===== src/rtl/fetch_queue_if.sv =====
// -----------------------------------------------------------------------------
// fetch_queue_if
// Bundles the fetch-side push signals, the decode-side handshake and the queue
// status outputs of fetch_queue.
//   master : the environment (fetch + decode) driving pushes, flush and ready
//   slave  : the queue itself
// Signals:
//   valid_in/pc_in/insn_in : completed instruction read from memory
//   flush_in               : branch redirect, discards all entries
//   ready_in               : decode accepts the head entry
//   valid_out/pc_out/insn_out/misaligned_out : head entry presented to decode
//   stall_out              : asks fetch to hold its PC
//   count_out              : occupancy
//   overflow_out           : sticky, a push was dropped
// -----------------------------------------------------------------------------
interface fetch_queue_if #(
  parameter int DEPTH = 4
);
  localparam int CW = $clog2(DEPTH) + 1;

  logic          valid_in;
  logic [31:0]   pc_in;
  logic [31:0]   insn_in;
  logic          flush_in;
  logic          ready_in;
  logic          valid_out;
  logic [31:0]   pc_out;
  logic [31:0]   insn_out;
  logic          misaligned_out;
  logic          stall_out;
  logic [CW-1:0] count_out;
  logic          overflow_out;

  modport master (
    output valid_in, pc_in, insn_in, flush_in, ready_in,
    input  valid_out, pc_out, insn_out, misaligned_out, stall_out,
           count_out, overflow_out
  );

  modport slave (
    input  valid_in, pc_in, insn_in, flush_in, ready_in,
    output valid_out, pc_out, insn_out, misaligned_out, stall_out,
           count_out, overflow_out
  );
endinterface


===== src/rtl/fetch_queue.sv =====
// -----------------------------------------------------------------------------
// fetch_queue
// In-order instruction buffer between fetch and decode. Stores up to DEPTH
// {misaligned, pc, insn} entries in a circular buffer, presents the oldest to
// decode with valid/ready, throttles fetch through stall_out and supports a
// branch-redirect flush.
// Parameters:
//   DEPTH    : number of entries (power of two, >= 2)
//   PC_RESET : pc_out value while the queue is empty
// Ports:
//   clk_in : clock, rising edge
//   rst_in : asynchronous active-high reset
//   bus    : fetch_queue_if.slave (push, flush, decode handshake, status)
// Build option:
//   FETCH_QUEUE_BYPASS_EN : when defined, a word arriving at an empty queue is
//   shown to decode in the same cycle and is not stored if decode takes it.
//   When undefined, the head outputs depend on registered state only.
// -----------------------------------------------------------------------------
module fetch_queue #(
  parameter int          DEPTH    = 4,
  parameter logic [31:0] PC_RESET = 32'h0000_0000
) (
  input  logic          clk_in,
  input  logic          rst_in,
  fetch_queue_if.slave  bus
);
  localparam int          AW        = $clog2(DEPTH);
  localparam logic [AW:0] FULL_CNT  = (AW+1)'(DEPTH);
  localparam logic [AW:0] STALL_CNT = (AW+1)'(DEPTH - 1);

  typedef struct packed {
    logic        mis;
    logic [31:0] pc;
    logic [31:0] insn;
  } entry_t;

  entry_t        mem [DEPTH];
  logic [AW-1:0] rd_ptr;
  logic [AW-1:0] wr_ptr;
  logic [AW:0]   count;
  logic          overflow;

  entry_t in_entry;
  entry_t head;
  logic   empty;
  logic   full;
  logic   bypass_hit;
  logic   bypass_take;
  logic   pop;
  logic   push;
  logic   drop;

  assign empty    = (count == '0);
  assign full     = (count == FULL_CNT);
  assign in_entry = '{mis: |bus.pc_in[1:0], pc: bus.pc_in, insn: bus.insn_in};

`ifdef FETCH_QUEUE_BYPASS_EN
  assign bypass_hit = empty && bus.valid_in && !bus.flush_in;
`else
  assign bypass_hit = 1'b0;
`endif

  // A bypassed word taken by decode is neither stored nor popped, so the
  // pointers and count are left alone for that cycle.
  assign bypass_take = bypass_hit && bus.ready_in;
  assign pop         = !empty && bus.ready_in && !bus.flush_in;
  assign push        = bus.valid_in && !bus.flush_in && (!full || pop) && !bypass_take;
  assign drop        = bus.valid_in && !bus.flush_in && full && !pop;

  // Head selection: the bypassed input, the stored head, or the idle values.
  always_comb begin
    head = '{mis: 1'b0, pc: PC_RESET, insn: 32'h0};
    if (bypass_hit)  head = in_entry;
    else if (!empty) head = mem[rd_ptr];
  end

  assign bus.valid_out      = !empty || bypass_hit;
  assign bus.pc_out         = head.pc;
  assign bus.insn_out       = head.insn;
  assign bus.misaligned_out = head.mis;
  // Fetch registers its PC one cycle after sampling stall, so one free slot
  // must remain when stall rises.
  assign bus.stall_out      = (count >= STALL_CNT);
  assign bus.count_out      = count;
  assign bus.overflow_out   = overflow;

  // NOTE: sequential state uses non-blocking assignments so every register
  // samples the pre-edge values regardless of statement order.
  always_ff @(posedge clk_in or posedge rst_in) begin
    if (rst_in) begin
      rd_ptr   <= '0;
      wr_ptr   <= '0;
      count    <= '0;
      overflow <= 1'b0;
    end else begin
      if (drop) overflow <= 1'b1;
      if (bus.flush_in) begin
        rd_ptr <= '0;
        wr_ptr <= '0;
        count  <= '0;
      end else begin
        if (push) wr_ptr <= wr_ptr + 1'b1;
        if (pop)  rd_ptr <= rd_ptr + 1'b1;
        case ({push, pop})
          2'b10:   count <= count + 1'b1;
          2'b01:   count <= count - 1'b1;
          default: count <= count;
        endcase
      end
    end
  end

  // NOTE: the storage array has no reset; its contents are only observed
  // through valid entries, and leaving it unreset lets it map to plain RAM.
  always_ff @(posedge clk_in) begin
    if (push) mem[wr_ptr] <= in_entry;
  end
endmodule


===== src/flat_wrapper.sv =====
// flat-port wrapper written by rule: the top's interface ports become plain ports
module fetch_queue_flat 
#(
  parameter int          DEPTH    = 4,
  parameter logic [31:0] PC_RESET = 32'h0000_0000
)
  (clk_in, rst_in, bus_valid_in, bus_pc_in, bus_insn_in, bus_flush_in, bus_ready_in, bus_valid_out, bus_pc_out, bus_insn_out, bus_misaligned_out, bus_stall_out, bus_count_out, bus_overflow_out);
  fetch_queue_if #(.DEPTH(DEPTH)) bus_i ();
  input  logic clk_in;
  input  logic rst_in;
  input wire logic [$bits(bus_i.valid_in)-1:0] bus_valid_in;
  input wire logic [$bits(bus_i.pc_in)-1:0] bus_pc_in;
  input wire logic [$bits(bus_i.insn_in)-1:0] bus_insn_in;
  input wire logic [$bits(bus_i.flush_in)-1:0] bus_flush_in;
  input wire logic [$bits(bus_i.ready_in)-1:0] bus_ready_in;
  output wire logic [$bits(bus_i.valid_out)-1:0] bus_valid_out;
  output wire logic [$bits(bus_i.pc_out)-1:0] bus_pc_out;
  output wire logic [$bits(bus_i.insn_out)-1:0] bus_insn_out;
  output wire logic [$bits(bus_i.misaligned_out)-1:0] bus_misaligned_out;
  output wire logic [$bits(bus_i.stall_out)-1:0] bus_stall_out;
  output wire logic [$bits(bus_i.count_out)-1:0] bus_count_out;
  output wire logic [$bits(bus_i.overflow_out)-1:0] bus_overflow_out;
  assign bus_i.valid_in = bus_valid_in;
  assign bus_i.pc_in = bus_pc_in;
  assign bus_i.insn_in = bus_insn_in;
  assign bus_i.flush_in = bus_flush_in;
  assign bus_i.ready_in = bus_ready_in;
  assign bus_valid_out = bus_i.valid_out;
  assign bus_pc_out = bus_i.pc_out;
  assign bus_insn_out = bus_i.insn_out;
  assign bus_misaligned_out = bus_i.misaligned_out;
  assign bus_stall_out = bus_i.stall_out;
  assign bus_count_out = bus_i.count_out;
  assign bus_overflow_out = bus_i.overflow_out;
  fetch_queue #(.DEPTH(DEPTH), .PC_RESET(PC_RESET)) u_core (.clk_in(clk_in), .rst_in(rst_in), .bus(bus_i));
endmodule

===== config.mk =====
export PLATFORM = sky130hd
export DESIGN_NAME = fetch_queue_flat
export DESIGN_NICKNAME = d
export VERILOG_FILES = /design/src/rtl/fetch_queue_if.sv /design/src/rtl/fetch_queue.sv /design/src/flat_wrapper.sv
export SDC_FILE = /design/constraint.sdc
export NUM_CORES = 1
export LEC_CHECK = 0
export BUFFER_PORTS_ARGS = -buffer_cell sky130_fd_sc_hd__clkbuf_2
export CORE_MARGIN = 5
export CORE_UTILIZATION = 35
export DETAILED_ROUTE_END_ITERATION = 10
export GPL_TIMING_DRIVEN = 0
export SKIP_CTS_REPAIR_TIMING = 1
export SKIP_LAST_GASP = 1
export SLEW_MARGIN = 20
export SYNTH_ARGS = -nofsm -noshare
export SYNTH_HDL_FRONTEND = slang
export SYNTH_SLANG_ARGS = --single-unit

===== constraint.sdc =====
create_clock -name clk_in -period 3.2 [get_ports clk_in]
set_clock_uncertainty 0.1 [all_clocks]
set_input_delay 0 -clock clk_in [delete_from_list [all_inputs] [get_ports clk_in]]
set_output_delay 0 -clock clk_in [all_outputs]
set_load 0.02 [all_outputs]

==> metrics, run 1 <==
final WL 20.55 mm; LEAKAGE ~0.0046 uW; first-pass GRT wire length approximately 32 mm; initial core utilization a little over a third; Root Driver clkbuf_16; initial antenna violation count 0; placed inst area around 12,000 um^2; Syn Area/Cell around 22 um^2; GRT Overall Usage 12.14%; Congestion Overflow GR 0; dpl hpwl ~13 mm; diode count 0; largest net degree at the start of global routing 42; Post-Synth Adder-Cell Area less than 1%; Final Net Count between 700 and 800; Min-Delay Path Class in -> reg; endpoints failing setup 0; Area Overhead vs Synth 26.84%; fillers roughly 2,600; Die ar. ~33,000 um^2; CTS Buf Count 28; WL per Instance ~18 um; CP Capture Type primary output; Sink Count roughly 270; detail-routed via count per cell around 4.7; Ports 140; Final Max Tran Viols 0; mux cell area share after synthesis between 10% and 20%; synthesis warning total 0; Initial DRT Pass Iterations 4; Max VDD drop 0.0003297 V; CTS H-tree depth 1; Syn Nets ~550; worst endpoint required time between 3 and 4 ns; largest family of logic cells by synthesized area multiplexers; unrepaired setup endpoints after global routing false; max cap viols 0; fin util 44.89%; Synth async-reset ratio between 2 and 3%; Final Hold Viols 0; residual DRC count 0; FF+latch count, synth roughly 270; Critical Path Start Type register; largest fanout on the critical path 10; mapped cell area around 10,000 um^2; DRT antenna net count 0; via count roughly 5,300; Syn Inst Count 480; CORE AREA roughly 30,000 um^2; number of synthesized flops with an enable pin 260; die height ~180 um; Worst Tran Pin Value between 0.6 and 0.7 ns; Max Clk Rate 0.3583 GHz; Die X roughly 180 um; number of global-route vias before repair 5,545; Slew headroom about 54%; fin area around 13,000 um^2; post-synthesis sequential area ratio around three quarters; Synth Area in Compound Gates 0.8969%; initial DRC count ~330; PwrDens approximately 610 nW/um^2; I/O Buffers approximately 140; fin crit share between 80 and 90%; share of cells above drive strength 1 36.55%; TritonCTS clock tree built; critical path arrival between 2 and 3 ns; Synth Flop Type edfxtp_1; Final Wtd Congestion 0.7399; Rows 63; clk buf depth 3; Post-Synth XOR/XNOR Area 0.3348%; Reg clk slew, reported paths approximately 0.060 ns; post-synthesis simple-gate area fraction 5.094%; status finished clean; crit path time final 2.791 ns; synth unique cells 36; Worst Path Class, Setup reg -> out; Clock Latency Late Sink between 0.5 and 0.6 ns
state kept, by name, indices dropped and copies added, names as in the netlist:
name and count:
u_core.bus.count_out 3, u_core.bus.overflow_out 1, u_core.mem 260, u_core.rd_ptr 2, u_core.wr_ptr 2
critical path: stages, from the launching register on:
cell	delay [ns]
dfrtp_1	0.42
clkbuf_2	0.22
or3_4	0.17
clkbuf_1	0.53
clkbuf_1	0.41
and2_1	0.22
clkbuf_2	0.19
worst paths after layout:
path | start | slack (ns) | depth (start not counted) | to
max in group asynchronous | rst_in | 2.32 | 4 | u_core.rd_ptr[1]
worst min-delay path | bus_pc_in[19] | 0.13 | 2 | u_core.mem[1][51]
worst max-delay path | u_core.bus.count_out[1] | 0.41 | 6 | bus_insn_out[30]
worst min register to register | u_core.bus.overflow_out | 0.38 | 1 | u_core.bus.overflow_out
worst max register to register | u_core.bus.count_out[1] | 0.51 | 5 | u_core.mem[1][4]
min in group asynchronous | rst_in | 0.42 | 4 | u_core.bus.count_out[1]
final cells by class:
cell class | count | area, um^2 | area share, %
plain buffers | 28 | 196.4 | 1.480
clock buffers | 35 | 748.2 | 5.638
clock inverters | 11 | 85.08 | 0.6411
inverters | 8 | 30.03 | 0.2263
multi-input cells | 176 | 2238 | 16.87
flip-flops and latches | 268 | 8008 | 60.34
well taps | 390 | 488.0 | 3.677
repair buffers | 210 | 1476 | 11.13
cell families after synthesis:
logic type                 after synthesis
DFF                                    268
and+or+nand+nor                         88
muxes                                   68
buffers and inverters                   36
AOI/OAI and AO/OA                       11
adders and majority gates                5
xor gates and xnor gates                 4
per-layer routing:
layer  vias to the layer above  routed length, um  track usage, %
met5                         -                  0               0
met4                         0                358           2.861
met3                        33               1132           3.114
met2                       122              10170           20.49
met1                      2702               8887           15.99
li1                       2409                  -               -
synthesized netlist by cell type (3+ instances only):
cell	n	area share [%]
dfrtp_1	8	1.9
mux4_2	65	14
xor2_1	3	0.25
buf_12	4	0.77
nand2_1	3	0.11
inv_1	8	0.29
nor2_1	5	0.18
clkbuf_1	10	0.36
ha_1	4	0.48
buf_2	11	0.53
edfxtp_1	260	75
and2_1	69	4.1
cells in the final DEF, fill, tap and decap left out, types with 3 or more instances in the layout:
cell           instances
dlygate4sd3_1         70
and2_1                65
clkbuf_1              16
and2_4                 4
mux4_2                65
clkinv_2               3
nor2_1                 5
inv_1                  8
edfxtp_1             260
ha_1                   4
nand2_1                3
xor2_1                 3
buf_2                 11
clkbuf_2             137
buf_12                 6
clkbuf_16             29
dfrtp_1                8
clkinv_1               4
power breakdown:
part           switching [uW]  total [uW]  internal, uW
registers                32.6        4020          3990
clock network            1220        2940          1720
logic                     641        1160           516
total                    1890        8120          6230
metrics by stage:
step	TNS [ns]	instances	worst slack, ns	total power, uW	hold WS, ns
global placement	-10.30	1006	-0.06066	5188	-0.1499
CTS	0	1056	0.2575	8189	-0.7129
finish	0	1126	0.4088	8123	0.1316
global route	0	1126	0.09696	8498	0.1234
detailed placement	0	1010	0.5198	5224	-0.1432
floorplan	0	480	0.5789	4820	-0.2843
Power figures use the tool's default switching activity.
==> run 2: changes to the inputs <==
--- a/config.mk
+++ b/config.mk
@@ -5,6 +5,7 @@
 export SDC_FILE = /design/constraint.sdc
 export NUM_CORES = 1
 export LEC_CHECK = 0
+export ABC_AREA = 1
 export BUFFER_PORTS_ARGS = -buffer_cell sky130_fd_sc_hd__clkbuf_2
 export CORE_MARGIN = 5
 export CORE_UTILIZATION = 35
==> metrics, run 2 <==
status finished clean; Worst Setup SP u_core.bus.count_out[0]; Sink Count 268 (unchanged); PwrDens 750.3 nW/um^2 (+23%); commonest non-fill, non-tap cells in the layout nor2_1, edfxtp_1, clkbuf_2; max cap viols 0 (unchanged); diode count 0 (unchanged); endpoints failing setup 0 (unchanged); worst endpoint required time 3.57 ns (+0.47 ns); r2r setup slk 0.72 ns (+0.21 ns); Ports 140 (unchanged); TritonCTS clock tree built; detail-routed via count per cell 4.702 (+0.54%); Power Total 10,270 uW (+26%); fin crit share 77.47% (-9.8 points); clk buf depth 3 (unchanged); Place WS 0.7515 ns (+0.2317 ns); WL per Instance 17.04 um (-6.6%); largest register by flop count u_core.mem; share of cells above drive strength 1 21.90% (-15 points); Syn Area/Cell 12.64 um^2 (-42%); Reg clk slew, reported paths 0.06 ns (about the same); reg2reg path depth 9 (+4); first-pass GRT wire length 38.27 mm (+19%); reg2reg end u_core.bus.count_out[0]; initial antenna violation count 0 (unchanged); Final Wtd Congestion 0.7231 (-2.3%); largest fanout on the critical path 6 (-4); top cells by area, synth edfxtp_1, nor2_1, o21ai_0; number of synthesized flops with an enable pin 260 (unchanged); final WL 25.63 mm (+25%); DRT antenna net count 0 (unchanged); Synth Flop Type edfxtp_1; Largest register FFs 260 (unchanged); post-synthesis sequential area ratio 75.53% (-1.0 points); dpl hpwl 16.62 mm (+28%); reg2reg start u_core.bus.count_out[0]; Syn Inst Count 839 (+75%); initial core utilization 35.58% (+0.19 points); Synth async-reset ratio 2.985% (unchanged); Min-Delay Path Class in -> reg; LEAKAGE 0.005048 uW (+9.4%); via count 7,072 (+34%); Worst Tran Pin Value 0.6085 ns (-0.08778 ns); mapped cell area 10,600 um^2 (+1.3%); Area Overhead vs Synth 29.13%; Critical Path Start Type register; post-synth top area share 73.65% (-0.98 points); crit path time final 2.479 ns (-0.3121 ns); fin util 45.94% (+1.1 points); Final Hold Viols 0 (unchanged); Rows 63 (unchanged); Max Clk Rate 0.4034 GHz (+13%); GRT Overall Usage 14.55% (+2.4 points); Final Max Tran Viols 0 (unchanged); FF+latch count, synth 268 (unchanged); CTS H-tree depth 1 (unchanged); Congestion Overflow GR 0 (unchanged); setup TNS 0 ns (unchanged); Setup crit end u_core.bus.count_out[0]; Die ar. 33,870 um^2 (+1.3%); Slew headroom 59.43% (+5.9 points); Initial DRT Pass Iterations 4 (unchanged); Clock Latency Late Sink 0.53 ns (about the same); Root Driver clkbuf_16; Yosys top cell by area edfxtp_1; residual DRC count 0 (unchanged); critical path arrival 2.85 ns (+0.16 ns); unrepaired setup endpoints after global routing false; CTS Buf Count 29 (+3.6%); count leader, synth nor2_1; number of global-route vias before repair 6,743 (+22%); Worst Path Class, Setup reg -> reg; post-route setup slack 0.7208 ns (+0.3121 ns); Syn Nets 913 (+65%); I/O Buffers 139 (+2.2%); synthesis warning total 0 (unchanged); synth cell count leaders nor2_1, edfxtp_1, o21ai_0; Die X 184.0 um (+0.63%); Max VDD drop 0.0004784 V (+45%); commonest non-fill, non-tap cell in the layout nor2_1; synth unique cells 27 (-25%); Final Net Count 1,168 (+47%); CORE AREA 29,800 um^2 (+0.80%); CP Capture Type register; largest net degree at the start of global routing 23 (-45%); initial DRC count 408 (+25%); die height 184.0 um (+0.63%)
run 2: per-stage QoR:
stage	hold slack, ns	std cells	instance area, um^2
6_report	0.1288	1504	13690
5_1_grt	0.1277	1504	13690
4_1_cts	-0.7116	1431	12960
3_5_place_dp	-0.1397	1380	12130
3_3_place_gp	-0.1510	1368	11800
2_1_floorplan	-0.2843	839	10610
run 2: final cells by class:
type	count	area (um^2)
Sequential cell	268	8008
Multi-Input combinational cell	505	2283
Clock inverter	18	87.58
Inverter	16	60.06
Clock buffer	33	740.7
Fill cell	2693	16110
Timing Repair Buffer	224	1742
Buffer	50	280.3
Tap cell	390	488.0
run 2: logic make-up after synthesis:
group	Yosys count	share of synthesized area (%)
AO/OA/AOI/OAI	200	9.536
XOR/XNOR	1	0.08263
adder cells (fa/ha/maj)	5	0.6609
buffers and inverters	66	3.210
flip-flops	268	75.53
AND/OR/NAND/NOR	299	10.98
run 2: layer usage:
metal | vias to the layer above | track usage [%] | wire length, um
met4 | 0 | 3.283 | 446
met5 | - | 0 | 0
met1 | 3385 | 19.30 | 11140
met2 | 168 | 24.94 | 12830
met3 | 33 | 2.810 | 1218
li1 | 3486 | - | -
run 2: critical path, cell delays in order (launching register included):
cell	delay (ns)
dfrtp_1	0.47
nor2_4	0.18
nand2_4	0.09
nand3_2	0.07
nand3_1	0.14
nand2_1	0.17
nand2_1	0.06
dlygate4sd3_1	0.56
nand2_1	0.05
dlygate4sd3_1	0.53
run 2: where the power goes:
group          total (uW)  internal (uW)  switching (uW)
clock                2910           1640            1260
combinational        3220           1000            2220
sequential           4140           4070            74.3
run 2: how the worst min path moves through the flow:
stage                   startpoint                       to  slack [ns]  depth (start not counted)
floorplan                   rst_in  u_core.bus.count_out[0]       -0.28                          1
global placement            rst_in  u_core.bus.overflow_out       -0.15                          2
detailed placement          rst_in  u_core.bus.overflow_out       -0.14                          2
CTS                         rst_in  u_core.bus.count_out[0]       -0.71                          2
global route        bus_insn_in[6]         u_core.mem[0][6]        0.13                          2
finish               bus_pc_in[19]        u_core.mem[1][51]        0.13                          2
==> run 3: changes to the inputs <==
==> constraint.sdc (replaced) <==
create_clock -name clk_in -period 2.2 [get_ports clk_in]
set_clock_uncertainty 0.1 [all_clocks]
set_input_delay 0 -clock clk_in [delete_from_list [all_inputs] [get_ports clk_in]]
set_output_delay 0 -clock clk_in [all_outputs]
set_load 0.02 [all_outputs]
==> metrics, run 3 (synthesized netlist as in run 2, its figures left out) <==
status finished, violations left; failing checks setup timing; Initial DRT Pass Iterations 5 (+1); Final Hold Viols 0 (unchanged); Clock Latency Late Sink 0.53 ns (about the same); crit-path cells buf_12 > buf_6 > clkbuf_16 > buf_6 > clkbuf_16 > nor2_2 > nor2_1 > o21ai_1 > a21oi_2 > buf_6; Die X 184.0 um (unchanged); Largest stage delay, worst path 0.40 ns (-0.16 ns); final WL 27.77 mm (+8.3%); Final Wtd Congestion 0.7177 (-0.75%); Critical Path Start Type register; Final Max Tran Viols 0 (unchanged); Max Clk Rate 0.4491 GHz; TritonCTS clock tree built; initial DRC count 438 (+7.4%); worst endpoint required time 2.10 ns (-1.47 ns); residual DRC count 0 (unchanged); Min-Delay Path Class in -> reg; CP Capture Type primary output; share of cells above drive strength 1 27.22% (+5.3 points); Reg clk slew, reported paths 0.06 ns (about the same); via count 7,220 (+2.1%); Final Net Count 1,192 (+2.1%); fin util 48.92% (+3.0 points); largest register by flop count u_core.mem; CTS Buf Count 29 (unchanged); commonest non-fill, non-tap cells in the layout edfxtp_1, nor2_1, clkbuf_2; Area Overhead vs Synth 37.50%; endpoints failing setup 9 (+9); largest fanout on the critical path 8 (+2); Ports 140 (unchanged); CP bufs+invs 6 (+4); LEAKAGE 0.005371 uW (+6.4%); Max VDD drop 0.0009105 V (+90%); clk buf depth 3 (unchanged); Root Driver clkbuf_16; critical path arrival 2.13 ns (-0.72 ns); GRT Overall Usage 15.08% (+0.53 points); Slew headroom 61.79% (+2.4 points); detail-routed via count per cell 4.731 (+0.62%); largest net degree at the start of global routing 24 (+4.3%); number of global-route vias before repair 6,730 (-0.19%); CORE AREA 29,800 um^2 (unchanged); DRT antenna net count 0 (unchanged); Die ar. 33,870 um^2 (unchanged); Rows 63 (unchanged); Critical Path Most Common Cell buf_6; Worst Path Class, Setup reg -> out; dpl hpwl 17.25 mm (+3.8%); first-pass GRT wire length 39.32 mm (+2.7%); commonest non-fill, non-tap cell in the layout edfxtp_1; DP Cell Count 1,381 (+0.072%); fillers 2,685 (-0.30%); max cap viols 0 (unchanged); crit path time final approximately 2.2 ns; Congestion Overflow GR 0 (unchanged); fin crit share 101.2%; Worst Tran Pin Value 0.5732 ns (-0.03527 ns); initial antenna violation count 1 (+1); post-route setup slack -0.02675 ns (-0.7476 ns); Crit-path slowest cell dfrtp_1; initial core utilization 35.58% (unchanged); CTS H-tree depth 1 (unchanged); Largest register FFs 260 (unchanged); Worst path top cell family by delay buffers and inverters; Sink Count 268 (unchanged); die height 184.0 um (unchanged); I/O Buffers 139 (unchanged); unrepaired setup endpoints after global routing true; WL per Instance 18.19 um (+6.8%); Non-Filler Instances 1,526 (+1.5%); PwrDens 1122 nW/um^2 (+50%)
-- run 3: cell count changes in the layout (fill, tap and decap cells not counted), moves of 11 or more --
cell,before,now
clkbuf_2,149,107
o21ai_1,26,42
nor2_1,267,252
a21oi_1,66,53
buf_12,2,15
buf_2,16,5
buf_4,10,52
a21oi_2,0,13
o21ai_0,106,90
buf_6,3,20
-- run 3: path summary, 6_finish.rpt --
path                       depth (start not counted)                       to  slack (ns)                    start
max                                               10         bus_insn_out[28]       -0.03         u_core.rd_ptr[0]
min                                                2        u_core.mem[1][26]        0.12          bus_insn_in[26]
max reg2reg                                        9        u_core.mem[1][25]        0.17  u_core.bus.count_out[0]
min reg2reg                                        1  u_core.bus.overflow_out        0.43  u_core.bus.overflow_out
max in group asynchronous                          4  u_core.bus.count_out[2]        1.31                   rst_in
min in group asynchronous                          4         u_core.wr_ptr[0]        0.42                   rst_in
-- run 3: area by class of cell --
cell class | instances | area, um^2 | share of cell area, %
Clock inverter | 12 | 108.9 | 0.7468
Clock buffer | 36 | 752.0 | 5.159
Inverter | 16 | 67.56 | 0.4635
Tap cell | 390 | 488.0 | 3.348
Multi-Input combinational cell | 505 | 2420 | 16.60
Timing Repair Buffer | 250 | 2225 | 15.26
Antenna cell | 1 | 2.502 | 0.01717
Sequential cell | 268 | 8011 | 54.96
Buffer | 48 | 501.7 | 3.442
-- run 3: per-stage QoR --
| stage | area (um^2) | setup slack, ns | hold slack [ns] | setup TNS [ns] | power [uW] |
|---|---|---|---|---|---|
| global route | 14580 | -0.1325 | 0.1191 | -2.588 | 17140 |
| floorplan | 10650 | -0.2799 | -0.2845 | -68.42 | 8956 |
| global placement | 11830 | -1.102 | -0.1232 | -275.61 | 10740 |
| finish | 14580 | -0.02675 | 0.1220 | -0.08810 | 16360 |
| CTS | 13020 | -0.2931 | -0.7035 | -14.64 | 15360 |
| detailed placement | 12160 | -0.1429 | -0.1313 | -3.906 | 10880 |
-- run 3: where the power goes --
part | leakage [uW] | internal, uW | switching, uW | total, uW
combinational | 0.00250 | 2300 | 3530 | 5830
sequential | 0.00246 | 5920 | 121 | 6050
clock | 0.000414 | 2620 | 1870 | 4490
-- run 3: layer usage --
metal | vias up | share of wire (%) | GRT usage (%)
li1 | 3535 | - | -
met1 | 3466 | 46 | 20.81
met2 | 186 | 47 | 25.07
met3 | 33 | 5.0 | 2.909
met4 | 0 | 1.7 | 3.135
met5 | - | 0 | 0
